`config.mk`:
```
export PLATFORM = sky130hd
export DESIGN_NAME = pir_sensor_emulator_flat
export DESIGN_NICKNAME = d
export VERILOG_FILES = /design/src/rtl/pir_sensor_emulator_if.sv /design/src/rtl/pir_sensor_emulator.sv /design/src/flat_wrapper.sv
export SDC_FILE = /design/constraint.sdc
export NUM_CORES = 1
export LEC_CHECK = 0
export CAP_MARGIN = 10
export CORE_MARGIN = 1
export CORE_UTILIZATION = 47
export CTS_CLUSTER_SIZE = 12
export DETAILED_ROUTE_END_ITERATION = 6
export PLACE_DENSITY_LB_ADDON = 0.08
export RECOVER_POWER = 25
export SLEW_MARGIN = 20
export SYNTH_ARGS = -nofsm -noshare
export SYNTH_HDL_FRONTEND = slang
export SYNTH_SLANG_ARGS = --single-unit
```
`constraint.sdc`:
```
create_clock -name clk -period 2.35 [get_ports clk]
set_input_delay 0.705 -clock clk [delete_from_list [all_inputs] [get_ports clk]]
set_output_delay 0.705 -clock clk [all_outputs]
set_load 0.01 [all_outputs]
```
`src/rtl/pir_sensor_emulator_if.sv`:
```
// rtl/pir_sensor_emulator_if.sv - PIR emulator stimulus/output signal bundle
interface pir_sensor_emulator_if;
    logic       motion_in;
    logic       retrigger_en;
    logic       pir_out;
    logic       ready;
    logic [1:0] state_o;
    logic [7:0] trigger_count;

    // The emulator drives the PIR line; the consumer supplies motion stimulus.
    modport master (
        input  motion_in,
        input  retrigger_en,
        output pir_out,
        output ready,
        output state_o,
        output trigger_count
    );

    modport slave (
        output motion_in,
        output retrigger_en,
        input  pir_out,
        input  ready,
        input  state_o,
        input  trigger_count
    );
endinterface

```
`src/rtl/pir_sensor_emulator.sv`:
```
// rtl/pir_sensor_emulator.sv - PIR motion sensor model: warm-up, hold, block, retrigger
module pir_sensor_emulator #(
    parameter int WARMUP_CYCLES = 1000,
    parameter int HOLD_CYCLES   = 50,
    parameter int BLOCK_CYCLES  = 20,
    parameter int CNT_W         = 16
) (
    input  logic                   clk,
    input  logic                   rst,
    pir_sensor_emulator_if.master  bus
);
    typedef enum logic [1:0] {
        S_WARMUP = 2'd0,
        S_IDLE   = 2'd1,
        S_ACTIVE = 2'd2,
        S_BLOCK  = 2'd3
    } state_t;

    localparam logic [CNT_W-1:0] WARM_LAST  = CNT_W'(WARMUP_CYCLES - 1);
    localparam logic [CNT_W-1:0] HOLD_LAST  = CNT_W'(HOLD_CYCLES - 1);
    localparam logic [CNT_W-1:0] BLOCK_LAST = CNT_W'(BLOCK_CYCLES - 1);

    state_t           state, state_nx;
    logic [CNT_W-1:0] cnt, cnt_nx;
    logic [7:0]       trig_cnt, trig_cnt_nx;
    logic             ready_q, ready_nx;
    logic             pir_q;

    always_ff @(posedge clk or posedge rst) begin
        if (rst) begin
            state    <= S_WARMUP;
            cnt      <= '0;
            trig_cnt <= 8'd0;
            ready_q  <= 1'b0;
            pir_q    <= 1'b0;
        end else begin
            state    <= state_nx;
            cnt      <= cnt_nx;
            trig_cnt <= trig_cnt_nx;
            ready_q  <= ready_nx;
            // Registered from the next state so the line tracks ACTIVE with no input-to-output path.
            pir_q    <= (state_nx == S_ACTIVE);
        end
    end

    always_comb begin
        state_nx    = state;
        cnt_nx      = cnt + CNT_W'(1);
        trig_cnt_nx = trig_cnt;
        ready_nx    = ready_q;
        case (state)
            S_WARMUP: begin
                if (cnt == WARM_LAST) begin
                    state_nx = S_IDLE;
                    cnt_nx   = '0;
                    ready_nx = 1'b1;
                end
            end
            S_IDLE: begin
                cnt_nx = '0;
                if (bus.motion_in) begin
                    state_nx = S_ACTIVE;
                    if (trig_cnt != 8'hFF) begin
                        trig_cnt_nx = trig_cnt + 8'd1;
                    end
                end
            end
            S_ACTIVE: begin
                // A retrigger wins over expiry on the same edge.
                if (bus.retrigger_en && bus.motion_in) begin
                    cnt_nx = '0;
                end else if (cnt == HOLD_LAST) begin
                    state_nx = S_BLOCK;
                    cnt_nx   = '0;
                end
            end
            S_BLOCK: begin
                if (cnt == BLOCK_LAST) begin
                    state_nx = S_IDLE;
                    cnt_nx   = '0;
                end
            end
            default: begin
                state_nx = S_WARMUP;
                cnt_nx   = '0;
            end
        endcase
    end

    assign bus.pir_out       = pir_q;
    assign bus.ready         = ready_q;
    assign bus.state_o       = state;
    assign bus.trigger_count = trig_cnt;
endmodule
```
`src/flat_wrapper.sv`:
```
// flat-port wrapper written by rule: the top's interface ports become plain ports
module pir_sensor_emulator_flat 
#(
    parameter int WARMUP_CYCLES = 1000,
    parameter int HOLD_CYCLES   = 50,
    parameter int BLOCK_CYCLES  = 20,
    parameter int CNT_W         = 16
)
  (clk, rst, bus_motion_in, bus_retrigger_en, bus_pir_out, bus_ready, bus_state_o, bus_trigger_count);
  pir_sensor_emulator_if bus_i ();
  input  logic clk;
  input  logic rst;
  input wire logic [$bits(bus_i.motion_in)-1:0] bus_motion_in;
  input wire logic [$bits(bus_i.retrigger_en)-1:0] bus_retrigger_en;
  output wire logic [$bits(bus_i.pir_out)-1:0] bus_pir_out;
  output wire logic [$bits(bus_i.ready)-1:0] bus_ready;
  output wire logic [$bits(bus_i.state_o)-1:0] bus_state_o;
  output wire logic [$bits(bus_i.trigger_count)-1:0] bus_trigger_count;
  assign bus_i.motion_in = bus_motion_in;
  assign bus_i.retrigger_en = bus_retrigger_en;
  assign bus_pir_out = bus_i.pir_out;
  assign bus_ready = bus_i.ready;
  assign bus_state_o = bus_i.state_o;
  assign bus_trigger_count = bus_i.trigger_count;
  pir_sensor_emulator #(.WARMUP_CYCLES(WARMUP_CYCLES), .HOLD_CYCLES(HOLD_CYCLES), .BLOCK_CYCLES(BLOCK_CYCLES), .CNT_W(CNT_W)) u_core (.clk(clk), .rst(rst), .bus(bus_i));
endmodule
```
==> results list, run 1 <==
- In this run the worst path has a maximum fanout of 7.
- Post-CTS Repair Setup Buffers: 0
- Die X-Extent: 59.3 um
- Share of total power consumed by net switching: 0.251
* CTS sink cnt: 28
- Final hold vios: 0
- Max-capacitance violation count: 0
* Worst Setup Path Type: reg2out
* Count of mapped cells out of synthesis: 141
* Final total power: 969 uW
- Power share of the clock group: 0.330
* Number of vias after detailed routing: 1121
- Largest net degree at the start of global routing: 29
* Wire length of the first global-routing pass: 4680 um
- Number of search-and-repair iterations in the first detailed-routing pass: 4
* Number of antenna violations at the first check in global routing: 0
- Clk_lat worst skew: ~340 ps
- Ratio of cells with drive above 1 in the final layout: 0.166
- The multi-input combinational cells in the finished layout cover a total of 785 um^2.
- Hold Path Depth: 2
- Proportion of synthesized chip area in sequential cells: 0.454
- Violation count after the first detailed-routing iteration: 56
- FF/Latch Area: 701 um^2
* Path type of the worst min-delay path: reg2reg
- IR drop worst, VDD: 312 uV
- For the pin with the worst max-slew slack, the measured transition is slightly below 700 ps.
- Unique cell type count in the Yosys netlist: 39
* Number of cell instances on the worst register-to-register path: 6
* Remaining design rule violation count: 0
- Routed Wire Length: around 2800 um
- Filler instances: 276
- The analysis attributes to net switching a power of approximately 240 uW.
* Routability-driven placement congestion ratio: 0.762
- Mean cell area of the mapped netlist: 11.0 um^2
* Area inside the core boundary: approximately 0.0031 mm^2
- TritonCTS clock tree: yes
* IO Port Bufs: 15
- Across the routed clock network, the largest skew measured is 4.09 ps.
* Die Ht: 59.3 um
- Final Net Count: between 150 and 200
* Chain of cells forming the critical path: clkdlybuf4s50_1
* Internal power summed over all cells: roughly 730 uW
- Data required time at the worst endpoint: 1640 ps
* Maximum count of clock buffers along a single path: 2
* Residual overflow from global routing: 0
- STA classifies the critical path endpoint as an output port.
* Endpoint arrival time on the critical path: between 1000 and 1500 ps
- Buffers inserted to repair hold after CTS numbered 0.
- The count of nets left with antenna violations once routing finished came out at 0.
- After clock tree synthesis, the clock-pin slew on the worst setup and hold paths is 150 ps.
- Of the available clock period, the critical path in the final layout requires 0.901.
- Routed length per placed instance: ~14 um
- The number of global-route vias before repair came to 985.
* Number of cells on the critical path: 1
- Subtracting the final worst setup slack from the clock period gives 2120 ps.
- The cell family contributing the most delay on the critical path is buffers and inverters.
- The number of gates resized after CTS was 0.
- Antenna fix cells: 0
- Final setup vio count: 0
- Post-synthesis sequential element count: 28
- Across every metal layer, demand over resource in global routing totals 0.179.
- Synth warnings: 0
* Number of nets produced by synthesis: 148
- On the critical path, the stage with the largest delay is an instance of clkdlybuf4s50_1.
* Estimated wirelength of the detail-placed design: 1920 um
- The area growth from synthesis to layout is 14.9%.
- STA classifies the critical path startpoint as a register.
* H-tree depth: 1
- The floorplan step defined a die boundary enclosing 0.00352 mm^2.
* Clock buffers created by TritonCTS: 3
* Result of the run: finished, final reports clean
- Final setup TNS: 0 ps
- After detailed routing, the number of vias per cell comes to 5.58.
- Highest attainable clock frequency: 0.472 GHz
- Crit-path max cell delay: ~580 ps
- Synthesized cell area: about 0.0015 mm^2
- Number of top-level pins: 16
* Part of the total power dissipated in sequential elements: 0.563
* Relative slew slack: 0.541
- Fin. max-slew vios: 0
- Setup repair after global routing left no endpoint under its margin.
- Count of buffering cells on the critical path with inverters included: 1
- Gate power share: 0.107
- Initial core utilization: 0.502
- Number of placement rows: 20
- Clock root buffer: clkbuf_4
- Areal power density over the cells: 546 mW/mm^2
* Leakage Power: 0.000718 uW
==> per-layer routing <==
layer / wire length [um] / GRT usage
met5: 0 / 0
met3: 75 / 0.0197
met2: 1240 / 0.273
met1: 1420 / 0.256
met4: 54 / 0.0816
==> kinds of logic (layout without fill, tap and decap cells) <==
group,after synthesis,after routing,share of synthesized area
xor gates and xnor gates,18,18,0.102
and+or+nand+nor,54,54,0.230
adders and majority gates,3,3,0.0243
AOI/OAI and AO/OA,27,27,0.144
muxes,1,1,0.00729
buffers and inverters,10,26,0.0381
DFF,28,28,0.454
==> per-stage QoR <==
stage | hold slack [ps] | util | worst slack (ps) | cells | area [um^2]
6_report | 487 | 0.576 | 232 | 201 | 1770
4_1_cts | 492 | 0.577 | 227 | 201 | 1780
3_5_place_dp | 457 | 0.560 | 64.6 | 197 | 1720
2_1_floorplan | 466 | - | 619 | 141 | 1540
3_3_place_gp | 446 | 0.560 | 99.5 | 197 | 1720
5_1_grt | 525 | 0.576 | 101 | 201 | 1770
==> flip-flops by register name (all words and copies together), names as in the netlist <==
signal / flops
u_core.bus.pir_out: 1
u_core.bus.state_o: 2
u_core.bus.ready: 1
u_core.cnt: 16
u_core.bus.trigger_count: 8
==> area by class of cell <==
| class | count | area share |
|---|---|---|
| clock buffers | 3 | 0.0127 |
| clock inverters | 1 | 0.0169 |
| inverters | 5 | 0.0106 |
| multi-input cells | 103 | 0.442 |
| flip-flops and latches | 28 | 0.395 |
| well taps | 44 | 0.0310 |
| repair buffers | 17 | 0.0917 |
==> Yosys cell counts <==
cell,n,share of area
a21oi_1,5,0.016
a21oi_2,10,0.057
a22oi_1,2,0.0097
a22oi_2,1,0.0081
a22oi_4,1,0.014
a41oi_2,1,0.011
and2_1,2,0.0081
and3_1,4,0.016
and4_4,1,0.0073
buf_2,2,0.0065
buf_4,1,0.0049
buf_6,2,0.015
dfrtp_1,28,0.45
ha_1,3,0.024
inv_1,5,0.012
mux2_2,1,0.0073
nand2_1,13,0.032
nand2b_1,1,0.0041
nand3_1,5,0.016
nand3_2,1,0.0065
nand3b_1,1,0.0049
nand4_1,7,0.028
nand4_2,1,0.0081
nand4_4,1,0.014
nor2_1,2,0.0049
nor3_1,2,0.0065
nor3b_1,2,0.0097
nor4_1,3,0.012
nor4_4,1,0.014
nor4b_1,1,0.0057
nor4bb_1,2,0.013
o211a_1,1,0.0065
o21ai_0,3,0.0097
o21ai_1,1,0.0032
o31ai_1,2,0.0097
or3_1,3,0.012
or4_4,1,0.0073
xnor2_1,12,0.068
xor2_1,6,0.034
==> placed cells by master (no fill, tap or decap), types with 2 or more instances in the layout <==
master	instances
clkdlybuf4s50_1	14
xnor2_1	12
nor4bb_1	2
o31ai_1	2
nor2_1	2
ha_1	3
xor2_1	6
o21ai_0	3
a21oi_1	5
nor3b_1	2
a21oi_2	10
nor4_1	3
nand4_1	7
or3_1	3
nand2_1	13
dfrtp_1	28
and3_1	4
and2_1	2
nor3_1	2
nand3_1	5
clkbuf_4	3
inv_1	5
a22oi_1	2
==> final timing paths <==
path / slack [ps] / endpoint / start
worst min-delay path: 490 / u_core.bus.ready / u_core.bus.ready
max in group asynchronous: 940 / u_core.cnt[2] / rst
worst min register to register: 490 / u_core.bus.ready / u_core.bus.ready
worst max-delay path: 230 / bus_state_o[1] / u_core.bus.state_o[1]
worst max register to register: 310 / u_core.cnt[13] / u_core.cnt[0]
min in group asynchronous: 960 / u_core.bus.pir_out / rst
==> power groups by stage <==
stage / combinational [uW] / clock [uW] / sequential [uW]
2_1_floorplan: 97.7 / 0 / 534
3_3_place_gp: 104 / 0 / 550
3_5_place_dp: 106 / 0 / 552
4_1_cts: 106 / 330 / 544
5_1_grt: 116 / 344 / 550
6_report: 104 / 319 / 545
Note: power is estimated with default switching activity, not from simulation.
==> inputs of run 2 (changes only) <==
Settings changed: RECOVER_POWER 25 to default.
==> results list, run 2 (synthesized netlist as in run 1, its figures left out) <==
- The flow ran to the end, and the final reports show no timing, DRC or antenna violations.
- Max FFs per register: 16
- For the worst setup path, the data arrival time is 1410 ps.
- Residual overflow from global routing: 0
* Biggest fanout along the worst timing path: 7
- Timing analysis after detailed placement gives a worst setup slack of about 65 ps.
* Commonest cells after routing, fill and taps aside: 28 x dfrtp_1, 15 x clkdlybuf4s50_1, 13 x nand2_1
- All-layer global routing usage: 0.179
* TritonCTS clock tree: yes
- H-tree depth: 1
- Detailed placement finished with a half-perimeter wire length of 1920 um.
- Register containing the most flip-flops in the final layout: u_core.cnt
- Number of top-level pins: 16
- The library cell used most frequently in the layout, excluding fill and tap cells, is dfrtp_1.
* Final total power: between 900 and 1000 uW
* Wire length of the first global-routing pass: 4680 um
* Post-route fraction of the period consumed by the critical path: 0.901
* Routed Wire Length: 2790 um
- Once the clock tree was built, the setup fixing pass inserted 0 buffers.
* Violation count after the first detailed-routing iteration: 56
- The initial antenna violation count came to 0.
* Crit-path max cell delay: 580 ps
- Largest net degree at the start of global routing: 29
- After detailed routing, the number of vias per cell comes to ~5.6.
- Areal power density over the cells: 546 mW/mm^2
- IO Port Bufs: 15
* Ratio of cells with drive above 1 in the final layout: 0.166
* DR WL met2: 1240 um
- Number of cells on the critical path: 1
- Die Ht: 59.3 um
* Setup slack after layout: around 230 ps
* Quantity of gates resized following cts: 0
- Adding up every negative setup slack in the final design gives 0 ps.
* Final hold vios: 0
- Setup repair after global routing left no endpoint under its margin.
* Initial core utilization: 0.502
* Antenna fix cells: 0
- Area Overhead vs Synth: 15.1%
* CTS Hold Buffers Added: 0
- CTS sink cnt: 28
- For this run, the top clock speed supported by timing is approximately 0.47 GHz.
- The number of buffers and inverters on the critical path is 1.
- Die X-Extent: 59.3 um
- Number of cell instances on the worst register-to-register path: 6
- The worst pin sits at a relative slew slack of 0.666.
* Slowest-stage cell, CP: clkdlybuf4s50_1
- For hold timing, the worst endpoint is u_core.bus.ready.
- Remaining antenna violation count after routing: 0
* Final setup vio count: 0
* Path type of the worst min-delay path: reg2reg
- The setup path with the least slack is of type reg2out.
- Transition at the pin with the smallest max-transition slack: 500 ps
- Maximum count of clock buffers along a single path: 2
- The worst register-to-register path begins at u_core.cnt[0].
- Critical path capture point type: output port
- Worst Hold Margin: 487 ps
* Clock root buffer: clkbuf_4
- For this block, wires on met1 add up to 1420 um.
- Area inside the core boundary: 0.00308 mm^2
- Number of vias after detailed routing: approximately 1100
- In this run the critical register-to-register path is captured at u_core.cnt[13].
- Area of the die: ~0.0035 mm^2
- Across the routed clock network, the largest skew measured is 4.09 ps.
- The tool flagged a number of max-cap violations equal to 0.
- The worst hold path passes through 2 cells.
* Hold Crit Start: u_core.bus.ready
- Chain of cells forming the critical path: clkdlybuf4s50_1
- The number of global-route vias before repair is 985.
- The number of slew-limit violations in the final report is 0.
- Fin crit period: roughly 2100 ps
- Number of placement rows: 20
- Clk_lat worst skew: 340 ps
- The worst register-to-register path has a setup slack of 310 ps.
- Clock transition at the registers of the reported paths: 150 ps
- Number of search-and-repair iterations in the first detailed-routing pass: 4
* Routed length per placed instance: 13.9 um
* IR drop worst, VDD: 312 uV
* Top metal layer carrying routed signals: met4
* Routed wl met3: 76 um
- For the worst setup path, the data required time is 1640 ps.
- Element type at the critical path start: register
- For this run, the post-layout net count is 165.
- Top delay family on crit path: buffers and inverters
- Remaining design rule violation count: 0
- In this run, CTS created clock tree buffers numbering 3.
* Routability-driven placement congestion ratio: about 0.76
* Leakage Power: 0.000719 uW
-- run 2: cell count changes in the layout (fill, tap and decap cells not counted) --
cell and delta:
buf_4 +1, clkbuf_2 -1, clkdlybuf4s50_1 +1, dlygate4sd3_1 -1
-- run 2: metal layers --
layer  global-route usage  vias up
met3               0.0197        5
met5                    0        -
met1                0.256      548
li1                     -      544
met4               0.0816        0
met2                0.273       24
-- run 2: power by group --
group | internal [uW] | total, uW | switching, uW | leakage (uW)
combinational | 48.5 | 105 | 56.6 | 0.000315
sequential | 505 | 545 | 40.0 | 0.000376
clock | 173 | 319 | 147 | 0.0000279
-- run 2: area by class of cell --
cell class / instances / area, um^2
sequential: 28 / 701
clock inverter: 1 / 30.0
multi-input combinational: 103 / 785
clock buffer: 3 / 22.5
fill: 275 / 1300
tap: 44 / 55.1
inverter: 5 / 18.8
timing repair buffer: 17 / 165
-- run 2: worst reg2reg max path, delay by kind of cell (launching register included) --
kind / cells / cell delay (ps)
fa+ha+maj: 1 / 310
flops: 1 / 450
simple gates: 2 / 530
compound gates: 2 / 360
buf+inv: 1 / 280
-- run 2: stage by stage --
stage | instance area, um^2 | util | instances
6_report | 1780 | 0.577 | 201
5_1_grt | 1780 | 0.577 | 201
4_1_cts | 1780 | 0.577 | 201
3_5_place_dp | 1720 | 0.560 | 197
3_3_place_gp | 1720 | 0.560 | 197
2_1_floorplan | 1540 | - | 141
-- run 2: how the worst max path moves through the flow --
stage,start,endpoint
after detailed placement,bus_motion_in,u_core.bus.trigger_count[1]
after floorplan,u_core.cnt[0],u_core.cnt[10]
final,u_core.bus.state_o[1],bus_state_o[1]
after global placement,bus_motion_in,u_core.bus.trigger_count[1]
after global routing,u_core.cnt[0],u_core.cnt[13]
after CTS,u_core.bus.state_o[1],bus_state_o[1]
==> inputs of run 3 (changes only) <==
Settings changed: CORE_UTILIZATION 47 to 50, CTS_BUF_LIST from default to sky130_fd_sc_hd__clkbuf_8 sky130_fd_sc_hd__clkbuf_16.
==> results list, run 3 (synthesized netlist as in run 1, its figures left out) <==
- Quantity of gates resized following cts: 0
* Final setup vio count: 0
- The slowest stage of the critical path belongs to the cell clkdlybuf4s50_1.
- STA classifies the critical path startpoint as a register.
* Max FFs per register: 16
- The number of placed instances, taps included, is 184.
* Maximum count of clock buffers along a single path: 2
- The library cell used most frequently in the layout, excluding fill and tap cells, is dfrtp_1.
- Internal power summed over all cells: 782 uW
- The area growth from synthesis to layout is 15.2%.
- 0 antenna diodes ended up in the layout.
- The number of global-route vias before repair came to 1017.
* Transition at the pin with the smallest max-transition slack: approximately 490 ps
* Post-detailed-route via-to-cell ratio: 5.88
* Final standard cell count with taps included and fillers excluded: ~190
* TritonCTS clock tree: yes
* Result of the run: finished, violations left
* Clock root buffer: clkbuf_8
* Number of cell instances on the worst register-to-register path: 6
* Relative slew slack: 0.675
- Fin crit period: a little over 2000 ps
* Initial core utilization: 0.546
- Crit-path max cell delay: 580 ps
- Clock tree synthesis found a total of 28 sinks.
- Wire length of the first global-routing pass: 4820 um
- Critical path capture point type: output port
* Residual overflow from global routing: 0
* Die X-Extent: 57.6 um
* Clk_lat worst skew: 280 ps
* Worst Setup Path Type: reg2out
* Final Net Count: between 150 and 200
* Fin. max-slew vios: 0
- In this run the number of H-tree levels came out at 1.
- Biggest fanout along the worst timing path: 7
- In this run the static leakage power is 0.000726 uW.
- CTS Hold Buffers Added: 0
* Endpoint arrival time on the critical path: 1330 ps
- Power share of the clock group: 0.367
* Hold Path Depth: 2
- Skew final: 3.36 ps
- The worst hold path belongs to the class reg2reg.
- At the worst endpoint, the required time is 1640 ps.
* Violation count after the first detailed-routing iteration: 43
- Wires add up to 2750 um.
* Number of search-and-repair iterations in the first detailed-routing pass: 6
- Sw power: 243 uW
- Largest net degree at the start of global routing: 29
- Number of cells on the critical path: 1
- IO Port Bufs: 15
- Across all register-to-register paths, the minimum setup slack is 360 ps.
- Dividing the final minimum period by the clock period gives 0.868.
* Routed length per placed instance: between 10 and 15 um
- The filler cells instantiated in the layout total 238.
* Remaining design rule violation count: 1
- Areal power density over the cells: 576 mW/mm^2
- Commonest cells after routing, fill and taps aside: 28 x dfrtp_1, 15 x clkdlybuf4s50_1, 13 x nand2_1
- Number of vias after detailed routing: 1105
* Gate power share: 0.105
- Remaining antenna violation count after routing: 0
- Of the cells placed in the final design, the portion with a size suffix greater than 1 is 0.166.
- Setup slack after layout: 310 ps
* Top delay family on crit path: buffers and inverters
- The floorplan step defined a die boundary enclosing 0.00331 mm^2.
- Number of antenna violations at the first check in global routing: 0
- Final setup TNS: 0 ps
- Chain of cells forming the critical path: clkdlybuf4s50_1
* Max-capacitance violation count: 0
- Area inside the core boundary: 0.00283 mm^2
- Die Ht: between 50 and 60 um
* All-layer global routing usage: 0.191
* Count of buffering cells on the critical path with inverters included: 1
- Clock transition at the registers of the reported paths: 90 ps
- Clock buffers created by TritonCTS: 3
* Routability-driven placement congestion ratio: between 0.8 and 0.9
* Highest attainable clock frequency: 0.490 GHz
* Post-CTS Repair Setup Buffers: 0
- During I/O placement, the number of pins put on the boundary was 16.
* Register containing the most flip-flops in the final layout: u_core.cnt
* Unrepaired setup endpoints after global routing: false
- Finished Core Util: 0.629
* Number of placement rows: 19
- Dpl ws: 67.7 ps
* Final hold vios: 0
- Summed over all nets, the half-perimeter wirelength after detailed placement is 1950 um.
- IR drop worst, VDD: around 320 uV
* Violated checks: DRC
* Share of total power consumed by net switching: 0.237
- Part of the total power dissipated in sequential elements: 0.528
run 3: worst paths after layout:
path | from | to
max in group asynchronous | rst | u_core.cnt[13]
worst min-delay path | u_core.bus.ready | u_core.bus.ready
min in group asynchronous | rst | u_core.bus.ready
worst max-delay path | u_core.bus.state_o[1] | bus_state_o[1]
worst min register to register | u_core.bus.ready | u_core.bus.ready
worst max register to register | u_core.cnt[0] | u_core.cnt[13]
run 3: layout make-up:
type / count / area [um^2] / share of cell area
Inverter: 5 / 18.8 / 0.0105
Tap cell: 31 / 38.8 / 0.0218
Clock buffer: 3 / 41.3 / 0.0232
Sequential cell: 28 / 701 / 0.394
Timing Repair Buffer: 17 / 165 / 0.0928
Multi-Input combinational cell: 103 / 785 / 0.441
Clock inverter: 1 / 30.0 / 0.0169
run 3: routing by layer:
| metal | global-route usage | vias up | part of all wire |
|---|---|---|---|
| li1 | - | 547 | - |
| met1 | 0.289 | 532 | 0.51 |
| met2 | 0.266 | 21 | 0.43 |
| met3 | 0.0272 | 5 | 0.040 |
| met4 | 0.0941 | 0 | 0.020 |
| met5 | 0 | - | 0 |
run 3: power by group through the flow:
stage	clock (uW)	combinational [uW]	sequential (uW)
2_1_floorplan	0	97.7	534
3_3_place_gp	0	104	549
3_5_place_dp	0	107	551
4_1_cts	387	108	542
5_1_grt	402	119	549
6_report	376	108	541
run 3: metrics by stage:
step / instance area [um^2] / hold slack (ps) / total power [uW]
CTS: 1780 / 483 / 1040
floorplan: 1540 / 466 / 632
global route: 1780 / 506 / 1070
global placement: 1710 / 446 / 653
detailed placement: 1710 / 460 / 658
finish: 1780 / 475 / 1030
